**config.mk**
```make
export PLATFORM = sky130hd
export DESIGN_NAME = accum_stage
export DESIGN_NICKNAME = d
export VERILOG_FILES = /design/src/rtl/accum_stage.sv
export SDC_FILE = /design/constraint.sdc
export NUM_CORES = 1
export LEC_CHECK = 0
export CORE_UTILIZATION = 36
export DETAILED_ROUTE_END_ITERATION = 12
export SLEW_MARGIN = 20
export SYNTH_ARGS = -nofsm -noshare
export SYNTH_HDL_FRONTEND = slang
export SYNTH_SLANG_ARGS = --single-unit
```
**constraint.sdc**
```tcl
create_clock -name clk -period 4.8 [get_ports clk]
set_input_delay 0.72 -clock clk [delete_from_list [all_inputs] [get_ports clk]]
set_output_delay 0.72 -clock clk [all_outputs]
set_load 0.02 [all_outputs]
```
**src/rtl/accum_stage.sv**
```systemverilog
// ---------------------------------------------------------------------------
// accum_stage
// Streaming saturating accumulator that sits directly behind the adder stage.
// It sums up to LEN unsigned partial sums per vector and emits one result per
// vector. A vector closes on a beat flagged in_last or on the LEN-th beat.
//
// Ports:
//   clk        clock, all state on rising edge
//   rst        asynchronous active-high reset
//   in_valid   upstream beat valid
//   in_ready   stage can accept a beat (registered, high only while accumulating)
//   in_data    unsigned partial sum from the adder
//   in_last    accepted beat closes the current vector early
//   clear      synchronous abort of the current vector and any pending result
//   out_valid  result valid
//   out_ready  downstream accepts the result
//   out_data   accumulated result, clamped to the all-ones value on overflow
//   out_count  number of beats in this result (1..LEN)
//   out_sat    saturation occurred somewhere in this vector
// ---------------------------------------------------------------------------
module accum_stage #(
   parameter int IN_W  = 5,
   parameter int ACC_W = 12,
   parameter int LEN   = 8,
   localparam int CNT_W = $clog2(LEN + 1)
) (
   input  logic             clk,
   input  logic             rst,
   input  logic             in_valid,
   output logic             in_ready,
   input  logic [IN_W-1:0]  in_data,
   input  logic             in_last,
   input  logic             clear,
   output logic             out_valid,
   input  logic             out_ready,
   output logic [ACC_W-1:0] out_data,
   output logic [CNT_W-1:0] out_count,
   output logic             out_sat
);

   typedef enum logic [1:0] {
      INIT,
      ACCUM,
      HOLD
   } state_t;

   localparam logic [ACC_W-1:0] ACC_MAX  = '1;
   localparam logic [CNT_W-1:0] LAST_CNT = CNT_W'(LEN - 1);

   state_t           state;
   logic [ACC_W-1:0] acc;
   logic [CNT_W-1:0] count;
   logic             sat;

   logic [ACC_W:0]   sum_wide;
   logic [ACC_W-1:0] acc_next;
   logic             sat_next;
   logic             accept;
   logic             closing;

   // Next accumulator value for the beat on the inputs. The sum is formed one
   // bit wider than the accumulator so an overflow is visible as a value above
   // ACC_MAX; in that case the result clamps and the sticky flag is raised.
   // A saturated accumulator already holds ACC_MAX, so it stays there.
   always_comb begin
      sum_wide = {1'b0, acc} + (ACC_W + 1)'(in_data);
      acc_next = sum_wide[ACC_W-1:0];
      sat_next = sat;
      if (sum_wide > {1'b0, ACC_MAX}) begin
         acc_next = ACC_MAX;
         sat_next = 1'b1;
      end
   end

   // in_ready is registered and only ever high in ACCUM, so the handshake
   // alone decides acceptance. A beat closes the vector either because the
   // producer flagged it or because it is the LEN-th beat; when both hold it
   // still closes exactly once.
   always_comb begin
      accept  = in_valid && in_ready;
      closing = in_last || (count == LAST_CNT);
   end

   // Single control process: reset, then clear, then the normal state flow.
   // The closing beat loads the output registers with the final totals and
   // wipes the working accumulator so the next vector starts from zero. HOLD
   // keeps the result frozen until the downstream handshake; that handshake
   // edge itself accepts nothing, which costs one bubble cycle per vector.
   always_ff @(posedge clk or posedge rst) begin
      if (rst) begin
         state     <= INIT;
         acc       <= '0;
         count     <= '0;
         sat       <= 1'b0;
         in_ready  <= 1'b0;
         out_valid <= 1'b0;
         out_data  <= '0;
         out_count <= '0;
         out_sat   <= 1'b0;
      end else if (clear) begin
         state     <= ACCUM;
         acc       <= '0;
         count     <= '0;
         sat       <= 1'b0;
         in_ready  <= 1'b1;
         out_valid <= 1'b0;
      end else begin
         case (state)
            INIT: begin
               state    <= ACCUM;
               in_ready <= 1'b1;
            end
            ACCUM: begin
               if (accept) begin
                  if (closing) begin
                     out_data  <= acc_next;
                     out_count <= count + CNT_W'(1);
                     out_sat   <= sat_next;
                     out_valid <= 1'b1;
                     in_ready  <= 1'b0;
                     state     <= HOLD;
                     acc       <= '0;
                     count     <= '0;
                     sat       <= 1'b0;
                  end else begin
                     acc   <= acc_next;
                     count <= count + CNT_W'(1);
                     sat   <= sat_next;
                  end
               end
            end
            HOLD: begin
               if (out_valid && out_ready) begin
                  out_valid <= 1'b0;
                  in_ready  <= 1'b1;
                  state     <= ACCUM;
               end
            end
            default: begin
               state     <= INIT;
               in_ready  <= 1'b0;
               out_valid <= 1'b0;
            end
         endcase
      end
   end

endmodule

```
# --- After elaboration in Yosys (flattened, before gate mapping) ---
# Cells that the tools add are included.
classes:
  add_sub_neg: 2
  n_div: 0
  mux: 29
  n_mul: 0
  eq_ne: 7
  magnitude_cmp: 1
  shift: 0
  bitwise: 1
  n_reduce_logical: 10
op_table:
  columns: ["operator", "count"]
  rows:
  - ["$mux W12", 5]
  - ["$mux W4", 4]
  - ["$add A12 B5 Y13", 1]
  - ["$gt A13 B12 Y1 const B", 1]
  - ["$mux W1", 13]
  - ["$ne A3 B3 Y1 const B", 3]
  - ["$mux W2", 4]
  - ["$reduce_and A4 Y1", 2]
  - ["$pmux W1 S3", 2]
  - ["$pmux W2 S3", 1]
  - ["$add A4 B1 Y4 const B", 1]
  - ["$eq A4 B3 Y1 const B", 1]
  - ["$reduce_bool A2 Y1", 2]
  - ["$reduce_and A3 Y1", 1]
  - ["$eq A2 B1 Y1 const B", 1]
  - ["$eq A2 B2 Y1 const B", 1]
  - ["$logic_and A1 B1 Y1", 2]
  - ["$logic_not A2 Y1", 1]
  - ["$ne A2 B2 Y1 const B", 1]
  - ["$reduce_and A2 Y1", 1]
  - ["$logic_or A1 B1 Y1", 1]
  - ["$not A1 Y1", 1]
totals:
  mem_bits_ro: 0
  elab_cells: 59
  latch_bits: 0
  out_inout_bits: 19
  mem_bits_rw: 0
  ff_bits: 38
  n_memories: 0
  input_bits: 11

# --- Depth between registers and ports, before layout ---
# Gate-level depths: netlist of run 1.
logic_depth:
  depth_word: 7
  ltp_mapped: 8

# --- Worst setup path before layout of run 1 ---
# OpenSTA, ideal clock, no wires.
synth_path:
  path_kind: "input to register"
  from: "input port in_data[0]"
  to: "register acc[1]"
  n_path_buf: 0
  required_ns: 4.723
  path_slack_ns: 2.334
  arrival_time_ns: 2.389
  setup_time_ns: 0.077
  cell_stages: 8
  cell_sequence: "ha_1 inv_1 fa_1 and2b_1 nor4_4 or4_4 a21o_1 o21ai_1"
synth_between:
  elab_chain_len: 7
synth_rtl:
  columns: ["element", "line_no", "text"]
  rows:
  - ["start, declared", "31", "input logic [IN_W-1:0] in_data,"]
  - ["$add A12 B5 Y13 *", "66", "sum_wide = {1'b0, acc} + (ACC_W + 1)'(in_data);"]
  - ["$gt A13 B12 Y1", "69", "if (sum_wide > {1'b0, ACC_MAX}) begin"]
  - ["$mux W12 *", "69", null]
  - ["$mux W12 *", "115", "if (closing) begin"]
  - ["$mux W12 *", "114", "if (accept) begin"]
  - ["$mux W12 *", "108", "case (state)"]
  - ["$mux W12 *", "100", "end else if (clear) begin"]
  - ["end signal, assigned", "126", "acc <= acc_next;"]
  - ["end, declared", "51", "logic [ACC_W-1:0] acc;"]
# Every way passes the cells marked *; elsewhere a longest branch is shown, timed or not. The select of a mux whose other input is x is not followed.
# A chain may end at the register's enable or synchronous reset.

# --- Worst setup path after layout of run 1 ---
layout_path:
  from: "input port in_data[0]"
  to: "register out_data[5]"
layout_between:
  elab_chain_len: 3
layout_rtl:
  columns: ["element", "line_no", "text"]
  rows:
  - ["$add A12 B5 Y13 *", "66", null]
  - ["$gt A13 B12 Y1", "69", null]
  - ["$mux W12 *", "69", null]
  - ["end signal, assigned", "116", "out_data <= acc_next;"]
  - ["end, declared", "36", "output logic [ACC_W-1:0] out_data,"]
# Every way passes the cells marked *; elsewhere a longest branch is shown, timed or not.

==> metrics.md, run 1 <==
| Metric | Value |
|---|---|
| Mapped Area | 1960 um2 |
| CTS tree | done |
| Routed Antenna Nets | 0 |
| Count leader, synth | dfrtp_1 |
| Sw Share | 27.8% |
| Tmin final | 2.84 ns |
| Clock Latency Late Sink | 0.29 ns |
| CP Max Fanout | 9 |
| Worst-case clock buffer depth | 2 |
| Post-route setup slack | 1.96 ns |
| Crit path kind | in2reg |
| DP Worst Slack | 1.64 ns |
| Post-synth top cells | dfrtp_1, nand2_1, o21ai_1 |
| Largest net degree at the start of global routing | 38 |
| Ant diodes | 0 |
| Vias in the first global route | 1458 |
| Die Wd | 75.7 um |
| Combinational power share | 23.0% |
| Worst slew pin tran | 0.927 ns |
| Starting DRT DRC Count | 70 |
| Post-Syn Nets | 224 |
| RSZ-0062 raised after global routing | no |
| CP Capture Type | flop |
| DR pass1 iterations | 5 |
| Internal power | 0.000603 W |
| Warnings, synthesis | 0 |
| Post-DP HPWL | 2980 um |
| Die area | 5730 um2 |
| Class of the worst hold path | reg2reg |
| Core area | 5170 um2 |
| Share of the clock period used by the worst path | 59.1% |
| CTS sink count | 37 |
| Setup Skew | 0.00357 ns |
| Post-CTS setup buffer count | 0 |
| Setup Total Neg Slack | 0 ns |
| Placed cell count | 298 |
| Max cap viols | 0 |
| Clk slew on worst S/H paths | 0.07 ns |
| Async set-reset flop share out of synthesis | 100% |
| Slew Limit Headroom | 37.9% |
| Area delta synth->final | 23.8% |
| Finished Cell Area | 2420 um2 |
| Per-cell routed wire length | 13.9 um |
| I/O Buffers | 29 |
| DRT Wirelength | 4240 um |
| DRC violations left | 0 |
| Flops & latches, synth | 37 |
| Post_cts resized | 0 |
| Crit start category | input pin |
| Initial core utilization | 37.8% |
| Status | finished clean |
| Pins Over Slew Limit | 0 |
| Grt ovf | 0 |
| Finished Layout Cells | 306 |
| First-pass GRT wire length | 7080 um |
| Fmax | 0.352 GHz |
| Pwr dens | 345 nW/um2 |
| Area post-placement | 2310 um2 |
| Post-synth top area share | 47.3% |
| Routability Congestion | 0.774 |
| Top_reg_cell synth | dfrtp_1 |
| Syn Area/Cell | 9.50 um2 |
| I/O Pins | 30 |
| Critical Path AT | 3.05 ns |
| Share of the yosys chip area belonging to registers | 47.3% |
| VDD IR max | 0.167 mV |
| Pleak | 1.02 nW |
| H-tree levels | 2 |
| R2R setup slack | 2.49 ns |
| Vias per std cell | 5.11 |
| Vias after detailed routing | 1563 |
| Total power | 0.000836 W |
| CTS buffer count | 5 |
| Cells after synthesis | 206 |
| Post-synth EDFFs | 0 |
| Top cells by area, synth | dfrtp_1, nand2_1, o21ai_1 |
| Die Height | 75.7 um |
| Switching power of the nets | 0.000233 W |
| Cts hold-fix bufs | 0 |
| Initial antenna violation count | 0 |
| Setup violators final | 0 |
| Site row count | 26 |
| Final hold vios | 0 |
| Share of power burned in registers | 43.4% |
| Gr usage total | 17.2% |
| CTS Root Cell | clkbuf_8 |
| Critical Path RT | 5.01 ns |
| Clock share of power | 33.6% |
| Cell taking the most area after synthesis | dfrtp_1 |
| Final nets | 253 |
| Layout cells sized above 1 | 7.20% |
| Netlist cell types | 45 |
==> power groups by stage <==
| stage | clock network (W) | registers [W] | logic, W |
|---|---|---|---|
| floorplan | 0 | 0.000405 | 0.0000718 |
| detailed placement | 0 | 0.000370 | 0.000194 |
| CTS | 0.000288 | 0.000363 | 0.000195 |
| global placement | 0 | 0.000368 | 0.000194 |
| global route | 0.000302 | 0.000367 | 0.000211 |
| finish | 0.000281 | 0.000363 | 0.000192 |
==> worst max-delay path, stage by stage <==
cell and delay (ns):
clkdlybuf4s50_1 0.46, ha_1 0.16, inv_1 0.06, fa_1 0.39
and2b_1 0.27, nor4_4 0.07, nor4_4 0.55, nor2_1 0.18
a21oi_1 0.18
==> cells by family after synthesis <==
kind of cell | after synthesis | share of synthesized area (%)
compound gates | 71 | 22.4
xor+xnor | 9 | 4.03
fa+ha+maj | 7 | 4.86
buf+inv | 17 | 3.64
flops | 37 | 47.3
simple gates | 65 | 17.7
==> placed cells by master (no fill, tap or decap), drive strengths merged, types with 2 or more instances in the layout <==
cell type and count:
dfrtp 37, nand2 31, o21ai 30, clkdlybuf4s50 29
nor2 14, a21oi 12, inv 8, xnor2 7
clkbuf 7, a21o 6, ha 6, a31oi 5
nor4 4, o21a 3, a22o 3, o2bb2ai 3
nand3 3, nor3 2, o41ai 2, xor2 2
o31ai 2, nor3b 2
==> path summary, 6_finish.rpt <==
path                        startpoint           end  depth (start not counted)
setup / recovery            in_data[0]   out_data[5]                          9
hold / removal             out_data[3]   out_data[3]                          2
setup reg to reg                acc[0]   out_data[5]                          8
hold reg to reg            out_data[3]   out_data[3]                          2
max in group asynchronous          rst        acc[3]                          3
min in group asynchronous          rst  out_count[0]                          3
==> area by class of cell <==
cell class | instances | area [um2]
multi-input cells | 152 | 960
clock inverters | 1 | 30.0
well taps | 70 | 87.6
flip-flops and latches | 37 | 926
fillers | 509 | 2750
clock buffers | 7 | 86.3
repair buffers | 30 | 298
inverters | 9 | 35.0
==> per-stage QoR <==
| step | utilization [%] | hold slack [ns] |
|---|---|---|
| floorplan | - | 0.460 |
| global placement | 44.6 | 0.468 |
| detailed placement | 44.6 | 0.467 |
| CTS | 46.8 | 0.491 |
| global route | 46.8 | 0.499 |
| finish | 46.8 | 0.484 |
==> flip-flops by register name, summed over array words and instances (netlist names) <==
register	cells
acc	12
out_sat	1
out_valid	1
count	4
out_count	4
sat	1
out_data	12
state	2
==> metal layers <==
| metal | GRT usage (%) | part of all wire (%) | up-vias |
|---|---|---|---|
| met4 | 8.02 | 1.3 | 0 |
| met5 | 0 | 0 | - |
| li1 | - | - | 793 |
| met1 | 23.7 | 51 | 734 |
| met2 | 25.9 | 43 | 32 |
| met3 | 3.57 | 3.8 | 4 |
Power figures use the tool's default switching activity.
==> run 2: changes to the inputs <==
==> constraint.sdc (replaced) <==
create_clock -name clk -period 2.9 [get_ports clk]
set_input_delay 0.435 -clock clk [delete_from_list [all_inputs] [get_ports clk]]
set_output_delay 0.435 -clock clk [all_outputs]
set_load 0.02 [all_outputs]
==> run 2 against run 1 <==
  * Total power rose by 67%
  * Register-to-register slack got worse by 1.8 ns
  * Global-route usage rose by 0.71 points
  * Routed wire length rose by 2.1%
  * Critical path type unchanged
  * Sequential power rose by 66%
==> metrics.md, run 2 (same netlist as run 1, synthesis figures left out) <==
| Metric | Value |
|---|---|
| Status | finished clean |
| Class of the worst hold path | reg2reg |
| CP Capture Type | flop |
| Clk slew on worst S/H paths | 0.08 ns (about the same) |
| Worst Reg-to-Reg Cells | 9 (+1) |
| CTS buffer count | 5 (unchanged) |
| Die area | 5730 um2 (unchanged) |
| M2 GR Usage | 27.5% (+1.6 points) |
| Fmax | 0.404 GHz |
| Routed Antenna Nets | 0 (unchanged) |
| Max cap viols | 0 (unchanged) |
| Hold EP | out_count[1] |
| VDD IR max | 0.239 mV (+43%) |
| Grt ovf | 0 (unchanged) |
| Pwr dens | 566 nW/um2 (+64%) |
| Placed cell count | 303 (+1.7%) |
| CTS sink count | 37 (unchanged) |
| Slew Limit Headroom | 59.9% (+22 points) |
| Clock Latency Late Sink | 0.29 ns (about the same) |
| DP Worst Slack | 0.122 ns (-1.52 ns) |
| Launch point of the worst reg-to-reg path | acc[0] |
| I/O Buffers | 29 (unchanged) |
| Post-route setup slack | 0.428 ns (-1.54 ns) |
| Initial core utilization | 37.8% (unchanged) |
| Vias per std cell | 5.17 (+1.2%) |
| Commonest non-fill, non-tap cell in the layout | dfrtp_1 |
| Total power | 0.00140 W (+67%) |
| Finished Layout Cells | 311 (+1.6%) |
| Final nets | 258 (+2.0%) |
| Post-CTS setup buffer count | 0 (unchanged) |
| DRT Wirelength | 4330 um (+2.1%) |
| Most frequent cells in the layout | dfrtp_1, nand2_1, clkdlybuf4s50_1, o21ai_1, nor2_1 |
| Share of the clock period used by the worst path | 85.2% |
| R2R setup slack | 0.66 ns (-1.83 ns) |
| Area delta synth->final | 25.9% |
| First-pass GRT wire length | 7590 um (+7.2%) |
| Die Height | 75.7 um (unchanged) |
| Layout cells sized above 1 | 9.54% (+2.3 points) |
| Crit path kind | in2reg |
| Met3 GRT Util | 4.23% (+0.66 points) |
| Post-DP HPWL | 3130 um (+5.2%) |
| Vias after detailed routing | 1608 (+2.9%) |
| CTS tree | done |
| Largest registers | acc (12), out_data (12) |
| Area post-placement | 2340 um2 (+1.6%) |
| Hold Path Cell Cnt | 2 (unchanged) |
| I/O Pins | 30 (unchanged) |
| Gr usage total | 17.9% (+0.71 points) |
| Post_cts resized | 0 (unchanged) |
| Pins Over Slew Limit | 0 (unchanged) |
| Setup violators final | 0 (unchanged) |
| RSZ-0062 raised after global routing | no |
| Setup Skew | 0.00608 ns (+0.00251 ns) |
| CP startpoint | in_data[0] |
| Final hold vios | 0 (unchanged) |
| Site row count | 26 (unchanged) |
| Starting DRT DRC Count | 82 (+17%) |
| Die Wd | 75.7 um (unchanged) |
| Pleak | 1.04 nW (+2.3%) |
| GRT busiest layer | met2 |
| Tmin final | 2.47 ns |
| Per-cell routed wire length | 13.9 um (+0.50%) |
| DR pass1 iterations | 4 (-1) |
| Worst-case clock buffer depth | 2 (unchanged) |
| Cts hold-fix bufs | 0 (unchanged) |
| Critical Path AT | 2.69 ns (-0.36 ns) |
| Finished Cell Area | 2460 um2 (+1.7%) |
| Critical Path RT | 3.12 ns (-1.89 ns) |
| Largest net degree at the start of global routing | 38 (unchanged) |
| DRC violations left | 0 (unchanged) |
| Core area | 5170 um2 (unchanged) |
| Initial antenna violation count | 0 (unchanged) |
| Worst slew pin tran | 0.601 ns (-0.326 ns) |
| Crit start category | input pin |
| Grt met1 use | 24.7% (+1.0 points) |
| Routability Congestion | 0.812 (+4.8%) |
| FILL cells | 483 (-5.1%) |
| CP Max Fanout | 5 (-4) |
| Vias in the first global route | 1595 (+9.4%) |
| Reg-to-Reg End | acc[9] |
| Setup Total Neg Slack | 0 ns (unchanged) |
| HP Start | out_count[1] |
| H-tree levels | 2 (unchanged) |
| CTS Root Cell | clkbuf_8 |
| Ant diodes | 0 (unchanged) |
-- run 2: changes by cell type in the layout (fill, tap and decap cells not counted), sizes merged --
cell / delta
clkbuf: -1
buf: +5
clkinvlp: +1
-- run 2: layout make-up --
| class | instances | area, um2 | share of cell area [%] |
|---|---|---|---|
| clock buffer | 6 | 82.6 | 3.35 |
| clock inverter | 2 | 37.5 | 1.52 |
| inverter | 9 | 35.0 | 1.42 |
| multi-input combinational | 152 | 960 | 39.0 |
| sequential | 37 | 926 | 37.6 |
| tap | 70 | 87.6 | 3.56 |
| timing repair buffer | 35 | 335 | 13.6 |
-- run 2: worst max-delay path, cell delays in order --
cell	delay [ns]
clkdlybuf4s50_1	0.46
ha_1	0.16
inv_1	0.05
fa_1	0.40
and2b_1	0.28
nor4_4	0.07
nor4_4	0.44
buf_4	0.21
a21oi_1	0.04
o2bb2ai_1	0.15
-- run 2: per-stage QoR --
| stage | utilization, % | hold WS, ns |
|---|---|---|
| floorplan | - | 0.460 |
| global placement | 45.3 | 0.468 |
| detailed placement | 45.3 | 0.467 |
| CTS | 47.6 | 0.486 |
| global route | 47.6 | 0.517 |
| finish | 47.6 | 0.481 |
-- run 2: worst max path at each step --
stage | end | slack, ns | cells after the start
after floorplan | acc[1] | 0.72 | 8
after global routing | acc[9] | 0.29 | 10
final | acc[9] | 0.43 | 10
after detailed placement | acc[1] | 0.12 | 9
after global placement | acc[1] | 0.18 | 9
after CTS | acc[9] | 0.44 | 10
-- run 2: report_power, final --
| group | leakage [nW] | switching [W] | internal (W) |
|---|---|---|---|
| registers | 0.488 | 0.0000311 | 0.000570 |
| logic | 0.498 | 0.000172 | 0.000151 |
| clock network | 0.0574 | 0.000192 | 0.000280 |
| total | 1.04 | 0.000395 | 0.00100 |
-- run 2: routing by layer --
layer  share of wire [%]  wire, um  up-vias
li1                    -         -      801
met1                  51      2210      761
met2                  44      1890       39
met3                 4.0       175        7
met4                 1.2        51        0
met5                   0         0        -
==> run 3: changes to the inputs <==
--- a/config.mk
+++ b/config.mk
@@ -7,6 +7,8 @@
 export LEC_CHECK = 0
 export CORE_UTILIZATION = 36
 export DETAILED_ROUTE_END_ITERATION = 12
+export SETUP_SLACK_MARGIN = 0.1
+export SKIP_CTS_REPAIR_TIMING = 1
 export SLEW_MARGIN = 20
 export SYNTH_ARGS = -nofsm -noshare
 export SYNTH_HDL_FRONTEND = slang
==> results of run 3 <==
The final DEF is identical to that of run 2; final timing and power are the same.
